### src/rtl/lsu_nd.sv
// Load/store unit for a CGRA tile: looping instruction buffer, 2-D affine AGU,
// back-pressure stall and registered load return to the PE.
module lsu_nd #(
  parameter  int DW    = 32,
  parameter  int AW    = 16,
  parameter  int DEPTH = 16,
  parameter  int SELW  = 3,
  parameter  int CNTW  = 16,
  localparam int IW    = 3*SELW+3
) (
  input  logic            clk,
  input  logic            rst,
  input  logic            init,
  input  logic [IW-1:0]   cfg_inst,
  input  logic            agu_we,
  input  logic [2:0]      agu_waddr,
  input  logic [AW-1:0]   agu_wdata,
  input  logic            run,
  input  logic            mem_ready,
  input  logic [DW-1:0]   mem_rdata,
  input  logic            mem_rvalid,
  input  logic [DW-1:0]   pe_in,
  output logic            ren,
  output logic [SELW-1:0] r_sel,
  output logic            wen,
  output logic [SELW-1:0] w_sel,
  output logic [DW-1:0]   wdata,
  output logic [AW-1:0]   addr,
  output logic [SELW-1:0] addr_sel,
  output logic [DW-1:0]   lsu_to_pe,
  output logic            lsu_to_pe_valid,
  output logic            done,
  output logic            cfg_full
);
  localparam int PW = $clog2(DEPTH);

  logic [IW-1:0]   r_buf [DEPTH];
  logic [PW:0]     r_init_ptr;
  logic [PW-1:0]   r_run_ptr;
  logic [IW-1:0]   r_inst;
  logic [AW-1:0]   r_base, r_stride0, r_stride1;
  logic [CNTW-1:0] r_bound0, r_bound1;
  logic [CNTW-1:0] r_i, r_j;
  logic [AW-1:0]   r_acc_i, r_acc_j;
  logic [DW-1:0]   r_load, r_store;
  logic            r_load_vld;
  logic            r_done;

  logic            w_stall, w_adv, w_store_sel;
  logic [PW:0]     w_run_inc;
  logic [CNTW-1:0] w_b0_last, w_b1_last;

  assign ren         = r_inst[IW-1];
  assign wen         = r_inst[IW-2];
  assign r_sel       = r_inst[IW-3 -: SELW];
  assign w_sel       = r_inst[IW-3-SELW -: SELW];
  assign addr_sel    = r_inst[SELW:1];
  assign w_store_sel = r_inst[0];

  assign w_stall   = (ren | wen) & ~mem_ready;
  assign w_adv     = (ren | wen) & mem_ready;
  assign cfg_full  = (r_init_ptr == (PW+1)'(DEPTH));
  assign w_run_inc = (PW+1)'(r_run_ptr) + (PW+1)'(1);

  // A programmed bound of 0 behaves as 1, so the last index is 0 either way.
  assign w_b0_last = (r_bound0 == '0) ? '0 : r_bound0 - CNTW'(1);
  assign w_b1_last = (r_bound1 == '0) ? '0 : r_bound1 - CNTW'(1);

  assign addr            = r_base + r_acc_i + r_acc_j;
  assign wdata           = r_store;
  assign lsu_to_pe       = r_load;
  assign lsu_to_pe_valid = r_load_vld;
  assign done            = r_done;

  always_ff @(posedge clk) begin
    if (rst) begin
      for (int k = 0; k < DEPTH; k++) r_buf[k] <= '0;
      r_init_ptr <= '0;
    end else if (init && !cfg_full) begin
      r_buf[r_init_ptr[PW-1:0]] <= cfg_inst;
      r_init_ptr                <= r_init_ptr + (PW+1)'(1);
    end
  end

  // init owns the cycle; run only steps when no request is being held off.
  always_ff @(posedge clk) begin
    if (rst) begin
      r_inst    <= '0;
      r_run_ptr <= '0;
    end else if (!init && run && !w_stall) begin
      if (r_init_ptr == '0) begin
        r_inst <= '0;
      end else begin
        r_inst    <= r_buf[r_run_ptr];
        r_run_ptr <= (w_run_inc == r_init_ptr) ? '0 : w_run_inc[PW-1:0];
      end
    end
  end

  always_ff @(posedge clk) begin
    if (rst) begin
      r_base    <= '0;
      r_stride0 <= '0;
      r_stride1 <= '0;
      r_bound0  <= '0;
      r_bound1  <= '0;
      r_i       <= '0;
      r_j       <= '0;
      r_acc_i   <= '0;
      r_acc_j   <= '0;
      r_done    <= 1'b0;
    end else begin
      r_done <= 1'b0;
      if (agu_we) begin
        case (agu_waddr)
          3'd0:    r_base    <= agu_wdata;
          3'd1:    r_stride0 <= agu_wdata;
          3'd2:    r_stride1 <= agu_wdata;
          3'd3:    r_bound0  <= CNTW'(agu_wdata);
          3'd4:    r_bound1  <= CNTW'(agu_wdata);
          default: ;
        endcase
        r_i     <= '0;
        r_j     <= '0;
        r_acc_i <= '0;
        r_acc_j <= '0;
      end else if (w_adv) begin
        if (r_j < w_b0_last) begin
          r_j     <= r_j + CNTW'(1);
          r_acc_j <= r_acc_j + r_stride0;
        end else begin
          r_j     <= '0;
          r_acc_j <= '0;
          if (r_i < w_b1_last) begin
            r_i     <= r_i + CNTW'(1);
            r_acc_i <= r_acc_i + r_stride1;
          end else begin
            r_i     <= '0;
            r_acc_i <= '0;
            r_done  <= 1'b1;
          end
        end
      end
    end
  end

  always_ff @(posedge clk) begin
    if (rst) begin
      r_load     <= '0;
      r_load_vld <= 1'b0;
      r_store    <= '0;
    end else begin
      r_load_vld <= mem_rvalid;
      if (mem_rvalid) r_load <= mem_rdata;
      if (!w_stall) r_store <= w_store_sel ? r_load : pe_in;
    end
  end

endmodule

### config.mk
export PLATFORM = sky130hd
export DESIGN_NAME = lsu_nd
export DESIGN_NICKNAME = d
export VERILOG_FILES = /design/src/rtl/lsu_nd.sv
export SDC_FILE = /design/constraint.sdc
export NUM_CORES = 1
export LEC_CHECK = 0
export ABC_AREA = 1
export ABC_CLOCK_PERIOD_IN_PS = 3180
export BUFFER_PORTS_ARGS = -buffer_cell sky130_fd_sc_hd__buf_2
export CORE_ASPECT_RATIO = 1.1
export CORE_MARGIN = 2
export CORE_UTILIZATION = 54
export CTS_CLUSTER_DIAMETER = 80
export CTS_CLUSTER_SIZE = 25
export DETAILED_ROUTE_END_ITERATION = 7
export GPL_ROUTABILITY_DRIVEN = 1
export PLACE_DENSITY = 0.76
export RECOVER_POWER = 50
export SLEW_MARGIN = 40
export SYNTH_ARGS = -nofsm -noshare
export SYNTH_HDL_FRONTEND = slang
export SYNTH_SLANG_ARGS = --single-unit
### constraint.sdc
create_clock -name clk -period 3.18 [get_ports clk]
set_input_delay 0.159 -clock clk [delete_from_list [all_inputs] [get_ports clk]]
set_output_delay 0.159 -clock clk [all_outputs]
set_load 0.02 [all_outputs]
==> impl_metrics.tcl, run 1 <==
set metrics [dict create \
    drt_iter0_drc 1453 \
    hold_viol_final 0 \
    fin_ws_ps -218 \
    clkSinkCount 427 \
    synth.distinct_cells 50 \
    cap_violations 1 \
    cts_tree "yes" \
    overflow 0 \
    die_h_um 215 \
    insertion_delay_ps 580 \
    finalMaxSlewViolations 73 \
    rsz0062_at_grt "yes" \
    dr.pass1.iters 6 \
    use_met3 0.0307 \
    hold_class "input pin to flip-flop" \
    portBuffers 195 \
    vdd_drop_max_uv 500 \
    start_util 0.544 \
    ant_nets 0 \
    antenna_cells 0 \
    vias 19200 \
    ys_seq_area_frac 0.481 \
    synth_seq_cells 427 \
    power.density_nw_per_um2 449 \
    end_kind "output port" \
    wl_um 61400 \
    grtUsageMet1 0.330 \
    critPathMaxFanout 2 \
    syn-cell-area_sq_um 21800 \
    finClkSkew_ps 19.0 \
    num-nets-final 3068 \
    maxClockFrequency_mhz 294 \
    dieArea_sq_um 41900 \
    cts_root_buf "clkbuf_16" \
    critPathArrivalTime_ps 3240 \
    grt_first_pass_wirelength_um 94400 \
    r2r_slack_ps 130 \
    min_from "mem_ready" \
    synth_edf_count 192 \
    dp_hpwl_um 41100 \
    core_area_sq_um 40000 \
    clockBufferDepth 3 \
    setup_viol_count_final 3 \
    wire_per_inst_um 18.1 \
    cts_made_buffers 24 \
    status "complete, but fails checks" \
    gp_congestion 0.898 \
    final_area_sq_um 25300 \
    leakagePower_nw 11.0 \
    syn_to_final_growth_pct 16.3 \
    total_power_mw 11.4 \
    tightest_slew_ps 2120 \
    drc 0 \
    grt_pass1_vias 18300 \
    critPathLaunchType "flip-flop" \
    use_met2 0.510 \
    synthCells 2622 \
    fin_crit_sh 1.07 \
    finalCriticalPeriod_ps 3400 \
    grt_usage 0.280 \
    path_clk_slew_ps 100 \
    drive_gt1_frac 0.111 \
    htreeDepth 1 \
    synthesis.nets 2827 \
    io_pins 196 \
    fillers 3331 \
    critPathLaunch "r_acc_i[1]" \
    postSynth.asyncResetShare 0 \
    drt-vias-per-instance 5.65 \
    crit_type "flip-flop to output port" \
    synth.avg_cell_area_sq_um 8.30 \
    die_width_um 195 \
    ys.flop_type "dfxtp_1" \
    grt_max_degree 73 \
    failed_checks "max-capacitance violations, max-slew violations, negative setup slack" \
    place_area_sq_um 23200 \
    rows 77 \
    rr_startpoint "r_bound1[2]" \
    grt_busiest_layer "met2" \
    ys_warn_count 0 \
    required_ps 3020 \
    timing.slew.headroom -0.418 \
    antenna_found_initial 0 \
]
-- placed cells by master (no fill, tap or decap), drive strengths merged, types with 2 or more instances in the layout --
master and instances:
inv 250, xnor2 18, ha 85, or2 3
o21ai 279, o21a 2, dfxtp 235, o221ai 3
o22ai 7, a211oi 5, a21oi 226, edfxtp 192
clkbuf 131, o21bai 3, dlygate4sd3 79, o211ai 18
a31oi 6, o31ai 4, buf 177, nand2 340
nand3b 14, fa 18, nand3 92, a21o 3
clkinv 5, nor3 21, nor2 535, nand4 15
mux2i 48, nor4 5, xor2 53, bufinv 3
-- power by group --
| group | internal (mW) | switching [mW] | leakage [nW] |
|---|---|---|---|
| combinational | 0.552 | 1.01 | 6.66 |
| clock | 1.81 | 1.94 | 0.415 |
| sequential | 5.92 | 0.124 | 3.91 |
| total | 8.29 | 3.08 | 11.0 |
-- cell type report --
class	count	area [sq um]	area share
flip-flops and latches	427	10500	0.415
multi-input cells	1809	10000	0.396
repair buffers	354	2350	0.0930
inverters	247	940	0.0372
clock buffers	33	677	0.0268
well taps	513	642	0.0254
clock inverters	11	180	0.00712
-- layer usage --
metal	vias to the layer above	share of wire
met5	-	0
met4	0	0.047
met3	183	0.060
met2	788	0.51
met1	9037	0.38
li1	9152	-
-- critical path: stages, from the launching register on --
cell	delay (ps)
dfxtp_4	360
fa_1	550
ha_2	200
inv_2	40
fa_2	370
o21ai_2	190
nand3_2	90
nand2_2	110
nand2_2	60
nand2_2	80
nand2_2	70
nand2_4	70
nand3_2	60
nand2_2	70
xor2_1	190
buf_4	170
-- timing repair --
item | in CTS | in global routing
buffers inserted | 2 | 23
resized for setup | 18 | 76
hold buffers | 79 | 0
hold endpoints to repair | 115 | 0
cloned | 0 | 4
pin swaps | 3 | 32
endpoints found under the setup margin | 37 | 72
-- registers in the layout, indices dropped and copies added, names as in the netlist, named ones only --
name and count:
done 1, lsu_to_pe 32, lsu_to_pe_valid 1, r_acc_i 16
r_acc_j 16, r_base 16, r_bound0 16, r_bound1 16
r_buf 192, r_i 16, r_init_ptr 5, r_inst 12
r_j 16, r_run_ptr 4, r_stride0 16, r_stride1 16
wdata 32
-- stage by stage --
step / util / hold slack, ps / instances / setup TNS (ps) / worst slack, ps
after CTS: 0.622 / 0.310 / 3367 / -142 / -142
after global placement: 0.580 / 379 / 3242 / 0 / 23.9
after floorplan: - / 294 / 2622 / 0 / 208
after global routing: 0.633 / 32.3 / 3394 / -25930 / -327
final: 0.633 / 15.0 / 3394 / -512 / -218
after detailed placement: 0.580 / 386 / 3242 / -2260 / -154
-- final timing paths --
path	depth (start not counted)	endpoint
worst min-delay path	4	r_acc_j[14]
worst max register to register	21	r_acc_i[12]
worst max-delay path	15	addr[13]
worst min register to register	2	r_inst[5]
-- kinds of logic (layout without fill, tap and decap cells) --
kind of cell             count (synthesis)  count (layout)  synth area share
AND/OR/NAND/NOR                       1025            1027             0.196
AO/OA/AOI/OAI                          560             560             0.135
flip-flops                             427             427             0.481
buffers and inverters                  388             645            0.0717
adder cells (fa/ha/maj)                103             103            0.0655
XOR/XNOR                                71              71            0.0286
multiplexers                            48              48            0.0221
-- Yosys cell counts (2+ instances only) --
library cell	instances	area, sq um
o21bai_1	3	22.5
edfxtp_1	192	5770
buf_1	5	18.8
ha_1	85	1060
nand2_1	325	1220
dfxtp_1	235	4700
nor4_1	5	31.3
a31oi_1	6	37.5
xor2_1	53	464
o31ai_1	4	30.0
inv_1	242	908
or2_2	3	18.8
nand2_2	7	43.8
clkinv_1	3	11.3
nor2_2	5	31.3
o21ai_0	276	1380
o211ai_1	18	135
a21oi_1	226	1130
xnor2_1	18	158
fa_1	18	360
nand3_1	92	460
nand2_4	4	45.0
nor3_1	16	80.1
o21ai_1	3	15.0
a21o_1	3	22.5
a211oi_1	5	37.5
clkbuf_1	97	364
buf_4	13	97.6
o21a_1	2	15.0
nand2_8	2	40.0
o22ai_1	7	43.8
o221ai_1	3	26.3
nand4_1	15	93.8
nor3_2	5	50.1
mux2i_1	48	480
buf_2	22	110
nor2_1	526	1970
nor2_4	3	33.8
buf_6	3	33.8
nand3b_1	14	105
Power figures use the tool's default switching activity.
==> inputs of run 2 (changes only) <==
CORE_MARGIN = 8   (was 2)
GPL_TIMING_DRIVEN = 0   (was default)
==> run 2 against run 1 <==
Compared with the run above:
- fmax increased by 1.5%
- final area increased by 0.10%
- total power decreased by 3.9%
- critical endpoint unchanged
- largest cell class unchanged
- sequential share of layout area decreased by 0.058 points
- flip-flop and latch count unchanged
- the flow finishes with violations (negative setup slack)
- highest routed layer unchanged
- non-clock buffer count increased by 88
- worst hold slack improved by 5.8 ps
- critical path depth unchanged
- via count increased by 3.4%
==> impl_metrics.tcl, run 2 (synthesis gave the netlist of run 1 again) <==
set metrics [dict create \
    finClkSkew_ps 17.5 \
    dp_hpwl_um 48100 \
    overflow 0 \
    grt_max_degree 27 \
    multiInputGateArea_sq_um 9970 \
    ant_nets 0 \
    timing.critical_path.mode_cell "nand2_2" \
    seqCellArea_sq_um 10500 \
    leakagePower_nw 11.0 \
    critPathTopFamily "adder cells" \
    crit_type "flip-flop to output port" \
    die_width_um 207 \
    hold_class "input pin to flip-flop" \
    drc 0 \
    tightest_slew_ps 1040 \
    start_util 0.544 \
    wl_um 66900 \
    crit_chain "fa_1, ha_2, inv_2, fa_2, o21ai_2, nand3_1, nand2_2, nand2_2, nand2_2, nand2_2, nand2_2, nand3_2, nand2_2, xor2_2, buf_6" \
    die_h_um 227 \
    end_kind "output port" \
    cts_tree "yes" \
    dr_wl_met2_um 32500 \
    power.density_nw_per_um2 431 \
    dr.pass1.iters 7 \
    dieArea_sq_um 47000 \
    cts_root_buf "clkbuf_16" \
    wl_met3_um 4990 \
    wire_per_inst_um 19.2 \
    status "complete, but fails checks" \
    fin_setup_tns_ps -3740 \
    cp_slowest_cell "fa_1" \
    drt_iter0_drc 1789 \
    grt_pass1_vias 19000 \
    insertion_delay_ps 570 \
    rows 77 \
    min_from "pe_in[22]" \
    io_pins 196 \
    fillers 3371 \
    clockBufferDepth 3 \
    fin_crit_sh 1.05 \
    cap_violations 0 \
    timing.slew.headroom 0.307 \
    grt_usage 0.270 \
    largest_reg_flops 192 \
    setup_viol_count_final 63 \
    path_clk_slew_ps 100 \
    drive_gt1_frac 0.105 \
    worst-path-buf-inv 2 \
    regMostFlops "r_buf" \
    portBuffers 195 \
    syn_to_final_growth_pct 16.4 \
    place_ws_ps -370 \
    cts_made_buffers 22 \
    rr_startpoint "r_init_ptr[1]" \
    hold_viol_final 0 \
    slowest_delay_ps 550 \
    htreeDepth 1 \
    required_ps 3020 \
    rsz0062_at_grt "yes" \
    total_power_mw 10.9 \
    wl_met1_um 25300 \
    critPathLaunch "r_acc_i[1]" \
    vdd_drop_max_uv 356 \
    critPathArrivalTime_ps 3190 \
    num-nets-final 3152 \
    vias 19800 \
    final_common_cell "nor2_1" \
    clkSinkCount 427 \
    finalCriticalPeriod_ps 3350 \
    drt-vias-per-instance 5.70 \
    finalMaxSlewViolations 0 \
    critPathLaunchType "flip-flop" \
    core_area_sq_um 40000 \
    gp_congestion 1.06 \
    antenna_found_initial 1 \
    critPathMaxFanout 2 \
    maxClockFrequency_mhz 299 \
    failed_checks "negative setup slack" \
    fin_ws_ps -168 \
    highest_layer "met4" \
    most-common-layout-cells "nor2_1, nand2_1, o21ai_0" \
    grt_first_pass_wirelength_um 102000 \
]
[run 2: changes by cell type in the layout (fill, tap and decap cells not counted), moves of 4 or more]
| cell | delta |
|---|---|
| nand2_2 | +7 |
| clkbuf_16 | -4 |
| buf_12 | -5 |
| clkbuf_1 | +85 |
| nand2_1 | -5 |
| buf_2 | +16 |
| buf_4 | -20 |
[run 2: path summary, 6_finish.rpt]
kind	endpoint	slack, ps	cells past startpoint
min	wdata[22]	20	5
max	addr[13]	-170	15
min reg2reg	r_inst[8]	480	2
max reg2reg	r_buf[15][4]	-90	12
[run 2: power by group]
part           switching (mW)  total (mW)  internal [mW]
registers               0.112        6.04           5.92
clock network            1.86        3.27           1.41
logic                    1.07        1.62          0.548
[run 2: timing repair]
action | in CTS | in global routing
hold buffers | 80 | 0
cloned | 0 | 1
resized for setup | 37 | 74
setup buffers | 6 | 21
endpoints found under the hold margin | 118 | 0
pin swaps | 6 | 25
endpoints found under the setup margin | 168 | 226
[run 2: per-layer routing]
layer / GRT usage / vias up
li1: - / 9327
met2: 0.476 / 972
met1: 0.317 / 9278
met3: 0.0379 / 234
met5: 0 / -
met4: 0.149 / 0
[run 2: worst register-to-register path: stages, from the launching register on]
cell and delay (ps):
dfxtp_1 470, inv_1 120, ha_1 300, nand2_1 130, nor2_1 60, inv_1 50, nand2_1 120, inv_1 110
nand2_1 100, nor2_1 440, nand2_1 380, buf_2 320, nand2_2 330
[run 2: final cells by class]
class,instances,share of cell area
Antenna cell,2,0.000198
Buffer,139,0.0261
Clock buffer,29,0.0236
Clock inverter,9,0.00321
Inverter,247,0.0368
Multi-Input combinational cell,1807,0.394
Sequential cell,427,0.414
Tap cell,513,0.0254
Timing Repair Buffer,303,0.0764
[run 2: through the flow]
stage | cells | hold slack, ps | utilization | cell area (sq um)
global route | 3475 | 19.1 | 0.633 | 25300
global placement | 3330 | 382 | 0.585 | 23400
floorplan | 2622 | 294 | - | 21800
CTS | 3453 | 0.924 | 0.625 | 25000
detailed placement | 3330 | 389 | 0.585 | 23400
finish | 3476 | 20.8 | 0.633 | 25300
